<file path="src/rtl/lz_normalizer.sv">
// Two-stage normalizer behind a leading-zero counter: S1 registers the word and
// checks the supplied count, S2 left-justifies the word through a log shifter.

module lz_shift_stage #(
  parameter int WIDTH = 16,
  parameter int AMT   = 1
) (
  input  logic [WIDTH-1:0] d,
  input  logic             en,
  output logic [WIDTH-1:0] q
);
  generate
    if (AMT >= WIDTH) begin : g_flush
      assign q = en ? '0 : d;
    end else begin : g_shift
      assign q = en ? {d[WIDTH-1-AMT:0], {AMT{1'b0}}} : d;
    end
  endgenerate
endmodule

module lz_normalizer #(
  parameter int WIDTH = 16
) (
  input  logic                   clk,
  input  logic                   rst,
  input  logic                   in_valid,
  output logic                   in_ready,
  input  logic [WIDTH-1:0]       in_data,
  input  logic [$clog2(WIDTH):0] in_lz,
  output logic                   out_valid,
  input  logic                   out_ready,
  output logic [WIDTH-1:0]       out_mant,
  output logic [$clog2(WIDTH):0] out_shift,
  output logic                   out_zero,
  output logic                   out_lz_err
);
  localparam int LW     = $clog2(WIDTH) + 1;
  localparam int STAGES = 2;
  localparam logic [LW-1:0] W_C = LW'(WIDTH);

  typedef struct packed {
    logic [WIDTH-1:0] data;
    logic [LW-1:0]    lz;
    logic             err;
  } s1_t;

  typedef struct packed {
    logic [WIDTH-1:0] mant;
    logic [LW-1:0]    shift;
    logic             zero;
    logic             err;
  } rsp_t;

  logic [STAGES:1] vld_pipe;
  s1_t             s1, s1_nxt;
  rsp_t            s2, s2_nxt;
  logic            s1_adv, s2_adv;

  assign s2_adv   = !vld_pipe[2] || out_ready;
  assign s1_adv   = !vld_pipe[1] || s2_adv;
  assign in_ready = s1_adv;

  // Count check: the top in_lz bits must be clear and the next bit must be set.
  logic [WIDTH-1:0] hi_mask, lz_shl;
  logic             lz_over, lz_full;

  always_comb begin
    hi_mask = ~({WIDTH{1'b1}} >> in_lz);
    lz_shl  = in_data << in_lz;
    lz_over = in_lz > W_C;
    lz_full = in_lz == W_C;
    s1_nxt.data = in_data;
    s1_nxt.lz   = in_lz;
    s1_nxt.err  = lz_over || (|(in_data & hi_mask)) ||
                  (!lz_over && !lz_full && !lz_shl[WIDTH-1]);
  end

  logic [LW-1:0]             sh;
  logic                      zero;
  logic [LW:0][WIDTH-1:0]    stg;

  always_comb begin
    zero = (s1.data == '0);
    if (zero)             sh = W_C;
    else if (s1.lz > W_C) sh = W_C;
    else                  sh = s1.lz;
  end

  assign stg[0] = s1.data;

  genvar k;
  generate
    for (k = 0; k < LW; k++) begin : g_stage
      lz_shift_stage #(.WIDTH(WIDTH), .AMT(1 << k)) u_stage (
        .d  (stg[k]),
        .en (sh[k]),
        .q  (stg[k+1])
      );
    end
  endgenerate

  always_comb begin
    s2_nxt.mant  = zero ? '0 : stg[LW];
    s2_nxt.shift = sh;
    s2_nxt.zero  = zero;
    s2_nxt.err   = s1.err;
  end

  always_ff @(posedge clk) begin
    if (rst) begin
      vld_pipe <= '0;
      s1       <= '0;
      s2       <= '0;
    end else begin
      if (s1_adv) begin
        vld_pipe[1] <= in_valid;
        s1          <= s1_nxt;
      end
      if (s2_adv) begin
        vld_pipe[2] <= vld_pipe[1];
        s2          <= s2_nxt;
      end
    end
  end

  assign out_valid  = vld_pipe[2];
  assign out_mant   = s2.mant;
  assign out_shift  = s2.shift;
  assign out_zero   = s2.zero;
  assign out_lz_err = s2.err;
endmodule

</file>
<file path="config.mk">
export PLATFORM = sky130hd
export DESIGN_NAME = lz_normalizer
export DESIGN_NICKNAME = d
export VERILOG_FILES = /design/src/rtl/lz_normalizer.sv
export SDC_FILE = /design/constraint.sdc
export NUM_CORES = 1
export LEC_CHECK = 0
export ABC_AREA = 0
export BUFFER_PORTS_ARGS = -buffer_cell sky130_fd_sc_hd__buf_4
export CORE_MARGIN = 2
export CORE_UTILIZATION = 45
export DETAILED_ROUTE_END_ITERATION = 16
export HOLD_SLACK_MARGIN = 0.02
export PLACE_DENSITY = 0.66
export SETUP_SLACK_MARGIN = 0.02
export SLEW_MARGIN = 20
export SYNTH_ARGS = -nofsm -noshare
export SYNTH_HDL_FRONTEND = slang
export SYNTH_HIERARCHICAL = 1
export SYNTH_SLANG_ARGS = --single-unit
</file>
<file path="constraint.sdc">
create_clock -name clk -period 6.5 [get_ports clk]
set_input_delay 0.325 -clock clk [delete_from_list [all_inputs] [get_ports clk]]
set_output_delay 0.325 -clock clk [all_outputs]
set_load 0.01 [all_outputs]
</file>
# Yosys cells after proc, flatten, opt, wreduce, memory -nomap -nowiden

Cells that the tools add are included.
Widths: inputs -> output; s select.

Word-level logic and storage cells: 37
Output and inout port bits: 25
Register bits after elaboration: 47

Bitwise logic cells: 2
Mux-type cells: 8
Shift-type cells: 2
Equal/unequal tests: 1
Reductions and logical operators: 13
$lt $le $gt $ge: 2

Operators with widths:

| operator              | number |
|---|---|
| $mux 16               | 6 |
| $and 16x16->16        | 1 |
| $logic_not 16->1      | 1 |
| $not 16->16           | 1 |
| $reduce_or 16->1      | 1 |
| $shl 16x5->16         | 1 |
| $shr 16x5->16 const A | 1 |
| $gt 5x5->1 const B    | 2 |
| $mux 5                | 2 |
| $eq 5x5->1 const B    | 1 |
| $logic_not 1->1       | 5 |
| $logic_or 1x1->1      | 4 |
| $logic_and 1x1->1     | 2 |

# Logic depth before layout (Yosys ltp)

Depth after elaboration: 9
Gate-level depth with buffers: 12
Gate-level depth less buffers: 10

# Modules after synthesis

Netlist, hierarchy kept.

Modules (own cells, without submodules):

| module                              | instances | sequential area each (µm²) | area an instance (µm²) | cells each |
|---|---|---|---|---|
| lz_normalizer                       | 1         | 940.9                      | 2087.0                 | 258 |
| lz_shift_stage (g_stage[0].u_stage) | 1         | 0.0                        | 242.7                  | 18 |
| lz_shift_stage (g_stage[1].u_stage) | 1         | 0.0                        | 236.5                  | 18 |
| lz_shift_stage (g_stage[2].u_stage) | 1         | 0.0                        | 224.0                  | 18 |
| lz_shift_stage (g_stage[3].u_stage) | 1         | 0.0                        | 193.9                  | 18 |
| lz_shift_stage (g_stage[4].u_stage) | 1         | 0.0                        | 143.9                  | 17 |

# Least setup slack after synthesis

Ideal clock, no wire load.

Path kind: register to register
From: register s1[16] in the netlist's numbering
To: register s2, in the netlist out_mant[15]
Setup slack: 3.530 ns
Stages on the path, launching flop included: 13
Period minus slack after synthesis: 2.970 ns
Setup time: 0.131 ns
Arrival: 2.839 ns
Data required time: 6.369 ns
Path buffers: 2
Path through: dfxtp_1 > nor4_1 > a41oi_1 > and2_1 > buf_6 > buf_12 > mux2_4 > mux2_4 > mux2_2 > mux2_2 > and2b_2 > nand3_1 > a21oi_1

RTL lines:

| element                  | line | source |
|---|---|---|
| start: declaration       | 55   | `s1_t s1, s1_nxt;` |
| start signal: assignment | 117  | `s1 <= s1_nxt;` |
| end signal: assignment   | 121  | `s2 <= s2_nxt;` |
| end: declaration         | 56   | `rsp_t s2, s2_nxt;` |

==> flow_summary_export.csv <==
group,metric,value,unit
hold_path,min_to,"vld_pipe[1]",
timing,hold_ws,0.218,ns
route,drt_iter0_drc,115,
yosys,synth_area,0.00313,mm^2
critical_path,path_class,"flop to flop",
cts,cts_resized,0,
timing,worst_slack,2.88,ns
timing,fmax,0.277,GHz
job,maxCapViolCount,0,
place,dp_slack,2.91,ns
timing,report.final.slew_viol_count,0,
cts,clockBufferDepth,2,
power,totalPowerFinal,702,uW
route,via_per_inst,5.51,
cells_and_area,area_growth_syn_to_layout,11.7,%
floorplanning,die_x,87.4,um
global_routing,grt_busiest_layer,"met2",
yosys,syn_area_per_cell,9.01,um^2
cells_and_area,final_net_count,397,
timing,slew-limit-headroom,42.5,%
hold_path,hp-start,"in_valid",
yosys,synth_cells,347,
floorplanning,core,0.00676,mm^2
hold_path,whs_path_depth,3,
timing,setup_tns,0,ns
critical_path,r2r_start,"s1[7]",
cts,cts_buffers,5,
cts,postCtsSetupBuffers,0,
route,antenna_left,0,
timing,tightest_slew,0.862,ns
timing,period_share,55.6,%
global_routing,gr-usage-all-layers,19.0,%
floorplanning,rows,30,
critical_path,cp-end-kind,"flop",
place,io_buffers,49,
yosys,synthFlopType,"dfxtp_1",
floorplanning,initial_core_util,46.3,%
cells_and_area,fin_area,0.00349,mm^2
timing,fin_skew,0.0117,ns
critical_path,start_kind,"flop",
timing,hold_viol_final,0,
yosys,synth_top_area_share,30.1,%
yosys,synth-seq-cells,47,
global_routing,grt_pass1_vias,2490,
floorplanning,die_h,87.4,um
yosys,yosys_warnings,6,
power,powerDensity,201,mW/mm^2
yosys,synth_fp_nets,372,
global_routing,grt_max_degree,48,
critical_path,worstPathRequired,6.68,ns
yosys,synth.distinct_cells,46,
power,vdd_drop_max,135,uV
floorplanning,io_pins,50,
critical_path,worstReg2RegEnd,"out_mant[10]",
cts,cts_max_level,2,
global_routing,grt_antenna_before_repair,0,
global_routing,overflow,0,
yosys,yosysTopAreaCell,"dfxtp_1",
cells_and_area,antenna_cells,0,
hold_path,worstHoldPathType,"primary input to flop",
cells_and_area,drive_gt1_share,37.3,%
global_routing,grt_pass1_wl,11600,um
cts,cts_tree,"yes",
critical_path,max_stage_delay,0.78,ns
cts,cts_hold_buf,0,
cts,clk_latency,0.31,ns
route,drc_errors,0,
cells_and_area,layout_commonest_cell,"nand2_1",
floorplanning,die_area,0.00763,mm^2
critical_path,ff2ff_setup_slack,2.88,ns
timing,setup_viol_count_final,0,
timing,rsz0062_at_grt,"no",
cells_and_area,fin_cells,453,
cells_and_area,mostFrequentLayoutCells,"nand2_1 (66), buf_4 (50), dfxtp_1 (47)",
global_routing,grtUsageMet3,3.70,%
critical_path,slowest_stage,"and2_1",
cts,clkTransAtPathRegs,0.10,ns
cts,cts-root-buf,"clkbuf_8",
run_status,status,"finished, final reports clean",
yosys,synth-edff-count,0,
route,dr_total_vias,2495,
timing,final.min_clock_period,3.62,ns
route,wl_per_cell,15.4,um
cts,cts_sinks,47,
route,drt_wl_total,6970,um
global_routing,grt_util_met1,24.5,%
cells_and_area,utilization,51.7,%
critical_path,worstPathCellList,"nor4_1 -> a41oi_1 -> and2_1 -> mux2_2 -> mux2_4 -> mux2_4 -> mux2_2 -> nor2b_2 -> nand3_1 -> a21oi_1",
yosys,synth_area_leaders,"dfxtp_1 (30%), mux2_4 (12%), mux2_2 (8.6%)",
yosys,synthArstFlopShare,0,%
route,dr.pass1.iters,4,
critical_path,worstRegToRegCells,10,
place,place.detailed.hpwl,5000,um
place,placed_cells,445,
yosys,yosysSeqAreaShare,30.1,%
critical_path,cp.arrival,3.79,ns
critical_path,cp_max_fo,16,
power,power_leakage,1.49,nW
place,placed_area,0.00338,mm^2
place,gp_congestion,0.864,
global_routing,grtUsageMet2,31.3,%
worst max-delay path by stage:
stage	end	slack, ns	startpoint
after floorplan	out_mant[15]	3.53	s1[16]
after global placement	out_mant[15]	3.02	s1[7]
after detailed placement	out_mant[13]	2.91	s1[7]
after CTS	out_mant[13]	2.88	s1[7]
after global routing	out_mant[14]	2.64	s1[7]
final	out_mant[10]	2.88	s1[7]
cell usage after synthesis (2+ instances only):
library cell  instances
o211a_1               2
nand3_1              20
and2_1                5
nand2_1              66
mux4_2                3
o22ai_1               2
a211oi_1              2
inv_1                 2
mux4_1                2
mux2_2               24
nor2b_1               4
a22oi_1               2
o21a_1                3
and2b_2              21
nor2b_2               7
dfxtp_1              47
clkbuf_1             18
nor4_1                4
mux2_4               25
buf_6                 6
nor2_1               10
buf_1                 3
a21oi_1              44
buf_12                3
layer usage:
layer,vias up,wire [um]
met2,42,3240
met5,-,0
met1,1176,3320
li1,1260,-
met3,17,245
met4,0,170
logic make-up after synthesis:
group	count (synthesis)	synth area share [%]
DFF	47	30.1
buffers and inverters	34	7.48
and+or+nand+nor	143	24.0
AOI/OAI and AO/OA	68	13.6
muxes	54	24.5
adders and majority gates	1	0.320
worst max-delay path, delay by kind of cell (launching register included):
family / cells / cell delay [ns]
flops: 1 / 0.43
simple gates: 4 / 1.11
mux: 4 / 1.21
compound gates: 2 / 0.74
state kept, by name (all words and copies together) (netlist names):
| register | flops |
|---|---|
| out_lz_err | 1 |
| out_shift | 5 |
| out_mant | 16 |
| out_zero | 1 |
| s1 | 22 |
| vld_pipe | 2 |
area by class of cell:
cell class	count	area, um^2
clock buffer	5	68.8
clock inverter	3	47.5
fill	644	3260
inverter	2	7.51
multi-input combinational	266	1950
sequential	47	941
tap	80	100
timing repair buffer	50	375
power breakdown:
part	switching (mW)	total, mW	internal [mW]
clock	0.105	0.222	0.117
sequential	0.0126	0.317	0.304
combinational	0.0718	0.163	0.0911
(Power assumes the default switching activity.)
